[config.mk]
export PLATFORM = sky130hd
export DESIGN_NAME = spi_master_ctrl_flat
export DESIGN_NICKNAME = d
export VERILOG_FILES = /design/src/rtl/spi_master_ctrl_pkg.sv /design/src/rtl/spi_master_ctrl_if.sv /design/src/rtl/spi_master_ctrl_sclk_gen.sv /design/src/rtl/spi_master_ctrl.sv /design/src/flat_wrapper.sv
export SDC_FILE = /design/constraint.sdc
export NUM_CORES = 1
export LEC_CHECK = 0
export CORE_ASPECT_RATIO = 0.75
export CORE_UTILIZATION = 50
export DETAILED_ROUTE_END_ITERATION = 12
export GPL_TIMING_DRIVEN = 1
export PLACE_DENSITY_LB_ADDON = 0.1
export SETUP_SLACK_MARGIN = 0.5
export SYNTH_ARGS = -nofsm -noshare
export SYNTH_HDL_FRONTEND = slang
export SYNTH_SLANG_ARGS = --single-unit
export TNS_END_PERCENT = 10
[constraint.sdc]
create_clock -name clk -period 2.1 [get_ports clk]
set_input_delay 0.42 -clock clk [delete_from_list [all_inputs] [get_ports clk]]
set_output_delay 0.42 -clock clk [all_outputs]
set_load 0.1 [all_outputs]
[src/rtl/spi_master_ctrl_pkg.sv]
// Shared types and constants for the SPI master that drives the SPI slave / RAM subsystem.
// One frame is a 2-bit control code followed by an 8-bit payload, MSB first.
package spi_master_ctrl_pkg;

    localparam int MEM_WIDTH  = 8;
    localparam int FRAME_BITS = 10;

    typedef enum logic [1:0] {
        WR_ADDR = 2'b00,
        WR_DATA = 2'b01,
        RD_ADDR = 2'b10,
        RD_DATA = 2'b11
    } control_e;

    typedef enum logic [2:0] {
        M_IDLE,
        M_SETUP,
        M_SHIFT,
        M_TURN,
        M_RECV,
        M_HOLD,
        M_GUARD
    } master_state_e;

    // States during which ss_n is held low.
    function automatic logic frame_active(master_state_e s);
        return s inside {M_SETUP, M_SHIFT, M_TURN, M_RECV, M_HOLD};
    endfunction

endpackage

[src/rtl/spi_master_ctrl_if.sv]
// Host-side command/response bus of the SPI master.
// The host uses the master modport; the SPI master block uses the slave modport.
interface spi_master_ctrl_if;
    import spi_master_ctrl_pkg::*;

    logic                 cmd_valid;
    logic                 cmd_ready;
    control_e             cmd_ctrl;
    logic [MEM_WIDTH-1:0] cmd_data;
    logic                 rsp_valid;
    logic [MEM_WIDTH-1:0] rsp_data;
    logic                 busy;

    modport master (
        output cmd_valid, cmd_ctrl, cmd_data,
        input  cmd_ready, rsp_valid, rsp_data, busy
    );

    modport slave (
        input  cmd_valid, cmd_ctrl, cmd_data,
        output cmd_ready, rsp_valid, rsp_data, busy
    );

endinterface

[src/rtl/spi_master_ctrl_sclk_gen.sv]
// SCLK generator: half-period divider plus one-cycle strobes marking the clk edge on
// which sclk rises or falls. Counting and toggling are enabled separately by the FSM.
module spi_sclk_gen #(
    parameter int CLK_DIV = 2
) (
    input  logic clk,
    input  logic rst_n,
    input  logic cnt_en,
    input  logic sclk_en,
    output logic sclk,
    output logic tick,
    output logic rise,
    output logic fall
);

    localparam logic [7:0] DIV_LAST = 8'(CLK_DIV - 1);

    logic [7:0] div_cnt;

    assign tick = cnt_en && (div_cnt == DIV_LAST);
    assign rise = tick && sclk_en && !sclk;
    assign fall = tick && sclk_en && sclk;

    // NOTE: state registers use non-blocking assignments so every flop samples pre-edge values.
    always_ff @(posedge clk or negedge rst_n) begin
        if (!rst_n) begin
            div_cnt <= '0;
            sclk    <= 1'b0;
        end else if (!cnt_en) begin
            div_cnt <= '0;
            sclk    <= 1'b0;
        end else begin
            div_cnt <= tick ? 8'd0 : div_cnt + 8'd1;
            if (!sclk_en)
                sclk <= 1'b0;
            else if (tick)
                sclk <= !sclk;
        end
    end

endmodule

[src/rtl/spi_master_ctrl.sv]
// SPI mode-0 master: turns one host command into one ss_n-framed transaction and,
// for RD_DATA, returns the byte shifted in on miso after the turnaround gap.
module spi_master_ctrl
    import spi_master_ctrl_pkg::*;
#(
    parameter int CLK_DIV   = 2,
    parameter int TURN_BITS = 1,
    parameter int SS_GUARD  = 2
) (
    input  logic             clk,
    input  logic             rst_n,
    spi_master_ctrl_if.slave host,
    output logic             sclk,
    output logic             ss_n,
    output logic             mosi,
    input  logic             miso
);

    localparam logic [7:0] GUARD_LAST = 8'((SS_GUARD < 1 ? 1 : SS_GUARD) - 1);

    master_state_e        state, next_state;
    control_e             ctrl;
    logic [FRAME_BITS-1:0] sh;
    logic [MEM_WIDTH-1:0] rx;
    logic [7:0]           bit_cnt;
    logic [7:0]           guard_cnt;
    logic                 cnt_en, sclk_en;
    logic                 tick, rise, fall;
    logic                 hs;

    spi_sclk_gen #(.CLK_DIV(CLK_DIV)) u_sclk_gen (
        .clk     (clk),
        .rst_n   (rst_n),
        .cnt_en  (cnt_en),
        .sclk_en (sclk_en),
        .sclk    (sclk),
        .tick    (tick),
        .rise    (rise),
        .fall    (fall)
    );

    assign hs = host.cmd_valid && host.cmd_ready;

    always_ff @(posedge clk or negedge rst_n) begin
        if (!rst_n)
            state <= M_IDLE;
        else
            state <= next_state;
    end

    always_comb begin
        // NOTE: default first so every path assigns next_state and no latch is inferred.
        next_state = state;
        unique case (state)
            M_IDLE:  if (hs) next_state = M_SETUP;
            M_SETUP: if (tick) next_state = M_SHIFT;
            M_SHIFT:
                if (fall && bit_cnt == 8'(FRAME_BITS)) begin
                    if (ctrl != RD_DATA)
                        next_state = M_HOLD;
                    else
                        next_state = (TURN_BITS == 0) ? M_RECV : M_TURN;
                end
            M_TURN:  if (fall && bit_cnt == 8'(TURN_BITS)) next_state = M_RECV;
            M_RECV:  if (fall && bit_cnt == 8'(MEM_WIDTH)) next_state = M_HOLD;
            M_HOLD:  if (tick) next_state = M_GUARD;
            M_GUARD: if (guard_cnt == GUARD_LAST) next_state = M_IDLE;
            default: next_state = M_IDLE;
        endcase
    end

    always_comb begin
        host.cmd_ready = (state == M_IDLE);
        host.busy      = (state != M_IDLE);
        cnt_en         = frame_active(state);
        sclk_en        = state inside {M_SHIFT, M_TURN, M_RECV};
    end

    // ss_n follows next_state so the pin is a clean flop that matches the state register.
    always_ff @(posedge clk or negedge rst_n) begin
        if (!rst_n) begin
            ss_n           <= 1'b1;
            mosi           <= 1'b0;
            sh             <= '0;
            ctrl           <= WR_ADDR;
            rx             <= '0;
            bit_cnt        <= '0;
            guard_cnt      <= '0;
            host.rsp_valid <= 1'b0;
            host.rsp_data  <= '0;
        end else begin
            ss_n           <= !frame_active(next_state);
            host.rsp_valid <= 1'b0;
            guard_cnt      <= (state == M_GUARD) ? guard_cnt + 8'd1 : 8'd0;

            // Each phase counts its own rising edges from zero.
            if (state != next_state)
                bit_cnt <= '0;
            else if (rise)
                bit_cnt <= bit_cnt + 8'd1;

            unique case (state)
                M_IDLE:
                    if (hs) begin
                        sh   <= {host.cmd_ctrl, host.cmd_data};
                        ctrl <= host.cmd_ctrl;
                        mosi <= host.cmd_ctrl[1];
                    end
                // Shifted-in zeros leave mosi low once the last frame bit has gone out.
                M_SHIFT:
                    if (fall) begin
                        sh   <= {sh[FRAME_BITS-2:0], 1'b0};
                        mosi <= sh[FRAME_BITS-2];
                    end
                M_RECV:
                    if (rise) rx <= {rx[MEM_WIDTH-2:0], miso};
                M_HOLD:
                    if (tick && ctrl == RD_DATA) begin
                        host.rsp_valid <= 1'b1;
                        host.rsp_data  <= rx;
                    end
                default: ;
            endcase
        end
    end

endmodule

[src/flat_wrapper.sv]
// flat-port wrapper written by rule: the top's interface ports become plain ports
module spi_master_ctrl_flat import spi_master_ctrl_pkg::*;
#(
    parameter int CLK_DIV   = 2,
    parameter int TURN_BITS = 1,
    parameter int SS_GUARD  = 2
)
  (clk, rst_n, sclk, ss_n, mosi, miso, host_cmd_valid, host_cmd_ctrl, host_cmd_data, host_cmd_ready, host_rsp_valid, host_rsp_data, host_busy);
  spi_master_ctrl_if host_i ();
  input  logic clk;
  input  logic rst_n;
  output logic sclk;
  output logic ss_n;
  output logic mosi;
  input  logic miso;
  input wire logic [$bits(host_i.cmd_valid)-1:0] host_cmd_valid;
  input wire logic [$bits(host_i.cmd_ctrl)-1:0] host_cmd_ctrl;
  input wire logic [$bits(host_i.cmd_data)-1:0] host_cmd_data;
  output wire logic [$bits(host_i.cmd_ready)-1:0] host_cmd_ready;
  output wire logic [$bits(host_i.rsp_valid)-1:0] host_rsp_valid;
  output wire logic [$bits(host_i.rsp_data)-1:0] host_rsp_data;
  output wire logic [$bits(host_i.busy)-1:0] host_busy;
  assign host_i.cmd_valid = host_cmd_valid;
  assign host_i.cmd_ctrl = host_cmd_ctrl;
  assign host_i.cmd_data = host_cmd_data;
  assign host_cmd_ready = host_i.cmd_ready;
  assign host_rsp_valid = host_i.rsp_valid;
  assign host_rsp_data = host_i.rsp_data;
  assign host_busy = host_i.busy;
  spi_master_ctrl #(.CLK_DIV(CLK_DIV), .TURN_BITS(TURN_BITS), .SS_GUARD(SS_GUARD)) u_core (.clk(clk), .rst_n(rst_n), .host(host_i), .sclk(sclk), .ss_n(ss_n), .mosi(mosi), .miso(miso));
endmodule
==> results of run 1 <==
## sequential cells by signal, summed over array words and instances (netlist names)
register,flops
u_core.sh,9
u_core.state,3
u_core.bit_cnt,8
u_core.host.rsp_valid,1
u_core.mosi,1
u_core.ctrl,2
u_core.u_sclk_gen.sclk,1
u_core.host.rsp_data,8
u_core.u_sclk_gen.div_cnt,8
u_core.ss_n,1
u_core.rx,8
u_core.guard_cnt,8
## how the worst max path moves through the flow
stage / slack, ns / from / to
floorplan: 0.13 / u_core.u_sclk_gen.div_cnt[1] / u_core.rx[0]
global placement: 0.06 / host_cmd_valid / u_core.sh[2]
detailed placement: -0.01 / host_cmd_valid / u_core.mosi
CTS: 0.06 / u_core.state[2] / host_cmd_ready
global route: 0.02 / u_core.u_sclk_gen.div_cnt[1] / u_core.ss_n
finish: 0.09 / u_core.state[2] / host_cmd_ready
## per-layer routing
metal,vias up,global-route usage [%],share of wire (%)
met5,-,0,0
met4,0,8.93,0.97
met3,7,7.46,5.5
met2,48,27.9,43
met1,966,27.4,51
li1,1012,-,-
## cells by family after synthesis
group / Yosys count / synth area share [%]
AOI/OAI and AO/OA: 28 / 6.64
and+or+nand+nor: 100 / 18.6
adders and majority gates: 8 / 3.49
muxes: 27 / 11.3
buffers and inverters: 17 / 3.19
xor gates and xnor gates: 20 / 6.11
DFF: 58 / 50.7
## through the flow
step	util, %	hold slack, ns
global route	67.5	0.0988
floorplan	-	0.124
detailed placement	61.0	0.447
global placement	61.0	0.449
finish	67.5	0.0691
CTS	65.9	0.0792
## power groups by stage
stage | clock [mW] | combinational [mW] | sequential, mW
detailed placement | 0 | 1.49 | 1.46
CTS | 1.24 | 1.52 | 1.43
global placement | 0 | 1.49 | 1.46
floorplan | 0 | 0.936 | 1.59
global route | 1.27 | 1.75 | 1.47
finish | 1.21 | 1.60 | 1.45
## cell type report
type | count | area, µm²
clock buffer | 12 | 165
clock inverter | 4 | 72.6
fill | 416 | 1770
inverter | 9 | 37.5
multi-input combinational | 183 | 1390
sequential | 58 | 1460
tap | 75 | 93.8
timing repair buffer | 52 | 459
## cell usage in the layout, fill, tap and decap left out, drive strengths merged, types with 3 or more instances in the layout
| cell type | n |
|---|---|
| ha | 8 |
| nor3 | 3 |
| inv | 8 |
| nor3b | 3 |
| buf | 40 |
| nor2 | 35 |
| clkdlybuf4s50 | 12 |
| nand2 | 21 |
| nor4 | 3 |
| nand4 | 4 |
| mux2 | 18 |
| and3 | 5 |
| dfrtp | 57 |
| clkbuf | 12 |
| o21ai | 12 |
| mux2i | 9 |
| xor2 | 12 |
| nand3 | 12 |
| xnor2 | 8 |
| a21oi | 3 |
| nor4b | 3 |
## repair_timing
action | in CTS | in global routing
gates resized for setup | 1 | 12
pin swaps | 0 | 2
endpoints found under the setup margin | 48 | 51
setup buffers | 3 | 5
==> summary.md, run 1 <==
| Metric | Value |
|---|---|
| TritonCTS Buffers | `9` |
| Setup crit start kind | `flip-flop` |
| WP data arrival | `1.59 ns` |
| Drt total wl | `5.24 mm` |
| Setup violators final | `0` |
| Setup CP Type | `flip-flop to output port` |
| Synth Area per Inst | `11.1 µm²` |
| Routed len/inst | `13.3 µm` |
| Int Pwr | `2.71 mW` |
| Largest delay share family, worst path | `flip-flops` |
| CTS Buffer Depth | `2` |
| Worst Clk Skew | `0.00716 ns` |
| Critical Path End Type | `output port` |
| Starting density of the core | `52.7%` |
| Worst hold path class | `input pin to async pin` |
| Routability Congestion | `0.818` |
| RSZ-0062 raised after global routing | `yes` |
| Setup TNS | `0 ns` |
| Post-synth top cells | `dfrtp_1, nor2_1, nand2_1` |
| Synth top area cells | `dfrtp_1, nor2_1, mux2_4, mux2_2, xor2_1` |
| Maximum clock frequency | `0.498 GHz` |
| Seq/Total Area, Yosys | `50.7%` |
| DRC violations left | `0` |
| Netlist cell types | `48` |
| Maximum VDD drop | `548 µV` |
| Die ar. | `6040 µm²` |
| Synthesized Nets | `280` |
| CTS tree | `built` |
| Share of cells above drive strength 1 | `29.6%` |
| Core Region | `5440 µm²` |
| Ys Warns | `0` |
| Relative slew margins | `70.0%` |
| Crit path depth | `4` |
| Status | `completed` |
| Worst path bufs/invs | `3` |
| Overall Power | `4.25 mW` |
| Clk_lat worst skew | `0.34 ns` |
| Die W | `89.4 µm` |
| Placed inst area | `3320 µm²` |
| # Max-Cap Violations | `0` |
| CTS root buf | `clkbuf_8` |
| Cell area after synthesis | `2870 µm²` |
| Cell Count, Final, Fillers Out | `393` |
| Setup WS post-layout | `0.0913 ns` |
| Min cycle time layout | `2.01 ns` |
| Final Cell Area | `3670 µm²` |
| Nets | `335` |
| Tcrit/Tclk final | `95.7%` |
| Crit path largest cell delay | `0.45 ns` |
| Die height | `67.6 µm` |
| Synth async-reset ratio | `100%` |
| Standard-cell rows | `23` |
| Reg2Reg Depth | `7` |
| WP data required | `1.68 ns` |
| CP Cell Sequence | `buf_4 > or3_4 > clkinvlp_4 > buf_12` |
| Sw frac | `36.2%` |
| Cell count after synthesis | `258` |
| Inst Count DP | `369` |
| HPWL Detailed | `3.56 mm` |
| PwrDens | `1160 nW/µm²` |
| Global route total overflow | `0` |
| Antenna viol nets, final | `0` |
| N_diodes | `0` |
| Vias/cell | `5.17` |
| Yosys top cell area share | `49.8%` |
| DP Worst Slack | `-0.0132 ns` |
| DRT iter0 DRCs | `96` |
| Top-count cell post-synth | `dfrtp_1` |
| Psw | `1.54 mW` |
| Leading area contributor after synthesis | `dfrtp_1` |
| Initial antenna violation count | `0` |
| Port bufs | `27` |
| CTS H-tree depth | `3` |
| Final Hold Fails | `0` |
| Post-synth top flop | `dfrtp_1` |
| Vias in the first global route | `1866` |
| Synth Register Bits | `58` |
| Reg2Reg Setup Slack | `0.11 ns` |
| Leak | `1.70 nW` |
| Max Fanout on Critical Path | `7` |
| Routed via count | `2033` |
| Flop pwr share | `34.1%` |
| Terminus of the critical flop-to-flop path | `u_core.rx[6]` |
| Clk pwr share | `28.4%` |
| First-pass GRT wire length | `8.73 mm` |
| Critical-path top delay cell | `dfrtp_2` |
| Pre-antenna DRT Iters | `4` |
| Largest net degree at the start of global routing | `59` |
| Clk pin slew, worst setup/hold paths | `0.06 ns` |
| Least-Margin Pin Slew | `0.450 ns` |
| Clock Sinks | `58` |
| Final count of pins violating max slew | `0` |
| Area Growth Syn to Fin | `28.2%` |
| All-Layer GR Usage | `19.9%` |
| Ports | `28` |
| Number of synthesized flops with an enable pin | `0` |
| Hold-fix buffers, CTS | `0` |
| FF-to-FF Start | `u_core.u_sclk_gen.div_cnt[1]` |
| Comb pwr share | `37.6%` |
Note: power is estimated with default switching activity, not from simulation.
==> inputs of run 2 (changes only) <==
clock period = 1.8 ns   (was 2.1 ns; I/O delays follow)
==> run 2 against run 1 <==
Register-to-register slack got worse by 0.28 ns. The flow now finishes with violations (design-rule violations, negative setup slack). Sequential power increased by 12%. Power increased by 22%. Core utilization increased by 7.4 points.
==> summary.md, run 2 (synthesis results as in run 1) <==
| Metric | Value |
|---|---|
| Status | `finished with violations` |
| Failing checks | `design-rule violations, negative setup slack` |
| Vias in the first global route | `2210` |
| Clk pwr share | `20.6%` |
| Int Pwr | `3.24 mW` |
| CTS H-tree depth | `3` |
| Reg with most FFs | `u_core.sh` |
| Routed via count | `2181` |
| Critical Path End Type | `flip-flop` |
| Global route total overflow | `0` |
| Maximum clock frequency | `0.509 GHz` |
| TritonCTS Buffers | `9` |
| Setup WS post-layout | `-0.165 ns` |
| Fin util | `74.9%` |
| Filler cells | `371` |
| Worst Clk Skew | `0.0169 ns` |
| N_diodes | `0` |
| Critical-path top delay cell | `or4_4` |
| CTS root buf | `clkbuf_8` |
| Clk_lat worst skew | `0.34 ns` |
| HPWL Detailed | `3.95 mm` |
| Relative slew margins | `79.6%` |
| Setup crit start kind | `flip-flop` |
| Antenna viol nets, final | `0` |
| Drt total wl | `5.97 mm` |
| Final count of pins violating max slew | `0` |
| Max Fanout on Critical Path | `8` |
| Pre-antenna DRT Iters | `8` |
| RSZ-0062 raised after global routing | `yes` |
| Maximum VDD drop | `834 µV` |
| Sw frac | `37.7%` |
| Cell Count, Final, Fillers Out | `424` |
| Clk pin slew, worst setup/hold paths | `0.08 ns` |
| DRT iter0 DRCs | `111` |
| Setup CP Type | `flip-flop to flip-flop` |
| Standard-cell rows | `23` |
| Reg2Reg Depth | `7` |
| Clock Sinks | `58` |
| Placed inst area | `3710 µm²` |
| Die W | `89.4 µm` |
| Routed len/inst | `14.1 µm` |
| Initial antenna violation count | `0` |
| Overall Power | `5.20 mW` |
| Share of cells above drive strength 1 | `38.1%` |
| Final Cell Area | `4080 µm²` |
| Core Region | `5440 µm²` |
| Setup TNS | `-2.50 ns` |
| Leak | `1.87 nW` |
| First-pass GRT wire length | `10.1 mm` |
| Least-Margin Pin Slew | `0.306 ns` |
| Starting density of the core | `52.7%` |
| Nets | `366` |
| Crit path largest cell delay | `0.53 ns` |
| Seq. cell area | `1460 µm²` |
| Inst Count DP | `401` |
| # Max-Cap Violations | `0` |
| CP Cell Sequence | `inv_1 > ha_1 > nor3b_4 > and2_4 > nand2_2 > or4_4 > mux2_4` |
| WP data required | `2.01 ns` |
| Reg2Reg Setup Slack | `-0.17 ns` |
| Min cycle time layout | `1.97 ns` |
| Die ar. | `6040 µm²` |
| Most common cell after layout, fill and taps aside | `dfrtp_1` |
| Terminus of the critical flop-to-flop path | `u_core.rx[1]` |
| Routability Congestion | `0.846` |
| FF-to-FF Start | `u_core.u_sclk_gen.div_cnt[1]` |
| CTS tree | `built` |
| Setup violators final | `27` |
| Comb pwr share | `48.1%` |
| DP Worst Slack | `-0.206 ns` |
| Max reg flops | `9` |
| Ports | `28` |
| Hold-fix buffers, CTS | `0` |
| Area Growth Syn to Fin | `42.2%` |
| Most frequent cells in the layout | `dfrtp_1, buf_4, nor2_1, nand2_1, buf_12` |
| Psw | `1.96 mW` |
| Multi-input gate area | `1440 µm²` |
| All-Layer GR Usage | `22.7%` |
| Hold_ws | `0.0122 ns` |
| WP data arrival | `2.18 ns` |
| Die height | `67.6 µm` |
| Final Hold Fails | `0` |
| Worst hold path class | `input pin to async pin` |
| Port bufs | `27` |
| Vias/cell | `5.14` |
| PwrDens | `1280 nW/µm²` |
| Tcrit/Tclk final | `109%` |
| Largest net degree at the start of global routing | `59` |
| DRC violations left | `2` |
| CTS Buffer Depth | `2` |
| Flop pwr share | `31.3%` |
run 2: worst max-delay path: cells and delay by family, from the launching register on:
family	cells	cell delay, ns
and+or+nand+nor	4	0.96
DFF	1	0.37
muxes	1	0.33
adders and majority gates	1	0.14
buffers and inverters	1	0.05
run 2: how the worst max path moves through the flow:
stage	slack, ns	startpoint	cells past startpoint	endpoint
3_5_place_dp	-0.21	u_core.bit_cnt[1]	7	u_core.ss_n
6_report	-0.17	u_core.u_sclk_gen.div_cnt[1]	7	u_core.rx[1]
5_1_grt	-0.24	u_core.u_sclk_gen.div_cnt[1]	8	u_core.bit_cnt[0]
4_1_cts	-0.18	u_core.u_sclk_gen.div_cnt[1]	7	u_core.rx[1]
2_1_floorplan	-0.17	u_core.u_sclk_gen.div_cnt[1]	8	u_core.rx[0]
3_3_place_gp	-0.17	host_cmd_valid	5	u_core.sh[2]
run 2: area by class of cell:
cell class	instances	area share, %
multi-input combinational	183	35.4
clock inverter	3	0.368
inverter	9	0.921
timing repair buffer	83	21.4
clock buffer	13	3.90
sequential	58	35.7
tap	75	2.30
run 2: layer usage:
layer,GRT usage [%],routed length [µm],up-vias,part of all wire (%)
met1,31.8,2920,1054,49
met3,6.23,280,9,4.7
met4,8.73,88,0,1.5
met5,0,0,-,0
li1,-,-,1072,-
met2,33.4,2690,46,45
run 2: power by group through the flow:
| stage | sequential [mW] | combinational, mW | clock [mW] |
|---|---|---|---|
| finish | 1.63 | 2.50 | 1.07 |
| global route | 1.65 | 2.69 | 1.15 |
| CTS | 1.62 | 2.38 | 1.09 |
| detailed placement | 1.66 | 2.13 | 0 |
| global placement | 1.66 | 2.10 | 0 |
| floorplan | 1.86 | 1.09 | 0 |
run 2: what timing repair did:
item,CTS,global route
resized for setup,19,15
setup endpoints to repair,57,63
buffers inserted,7,0
pin swaps,16,11
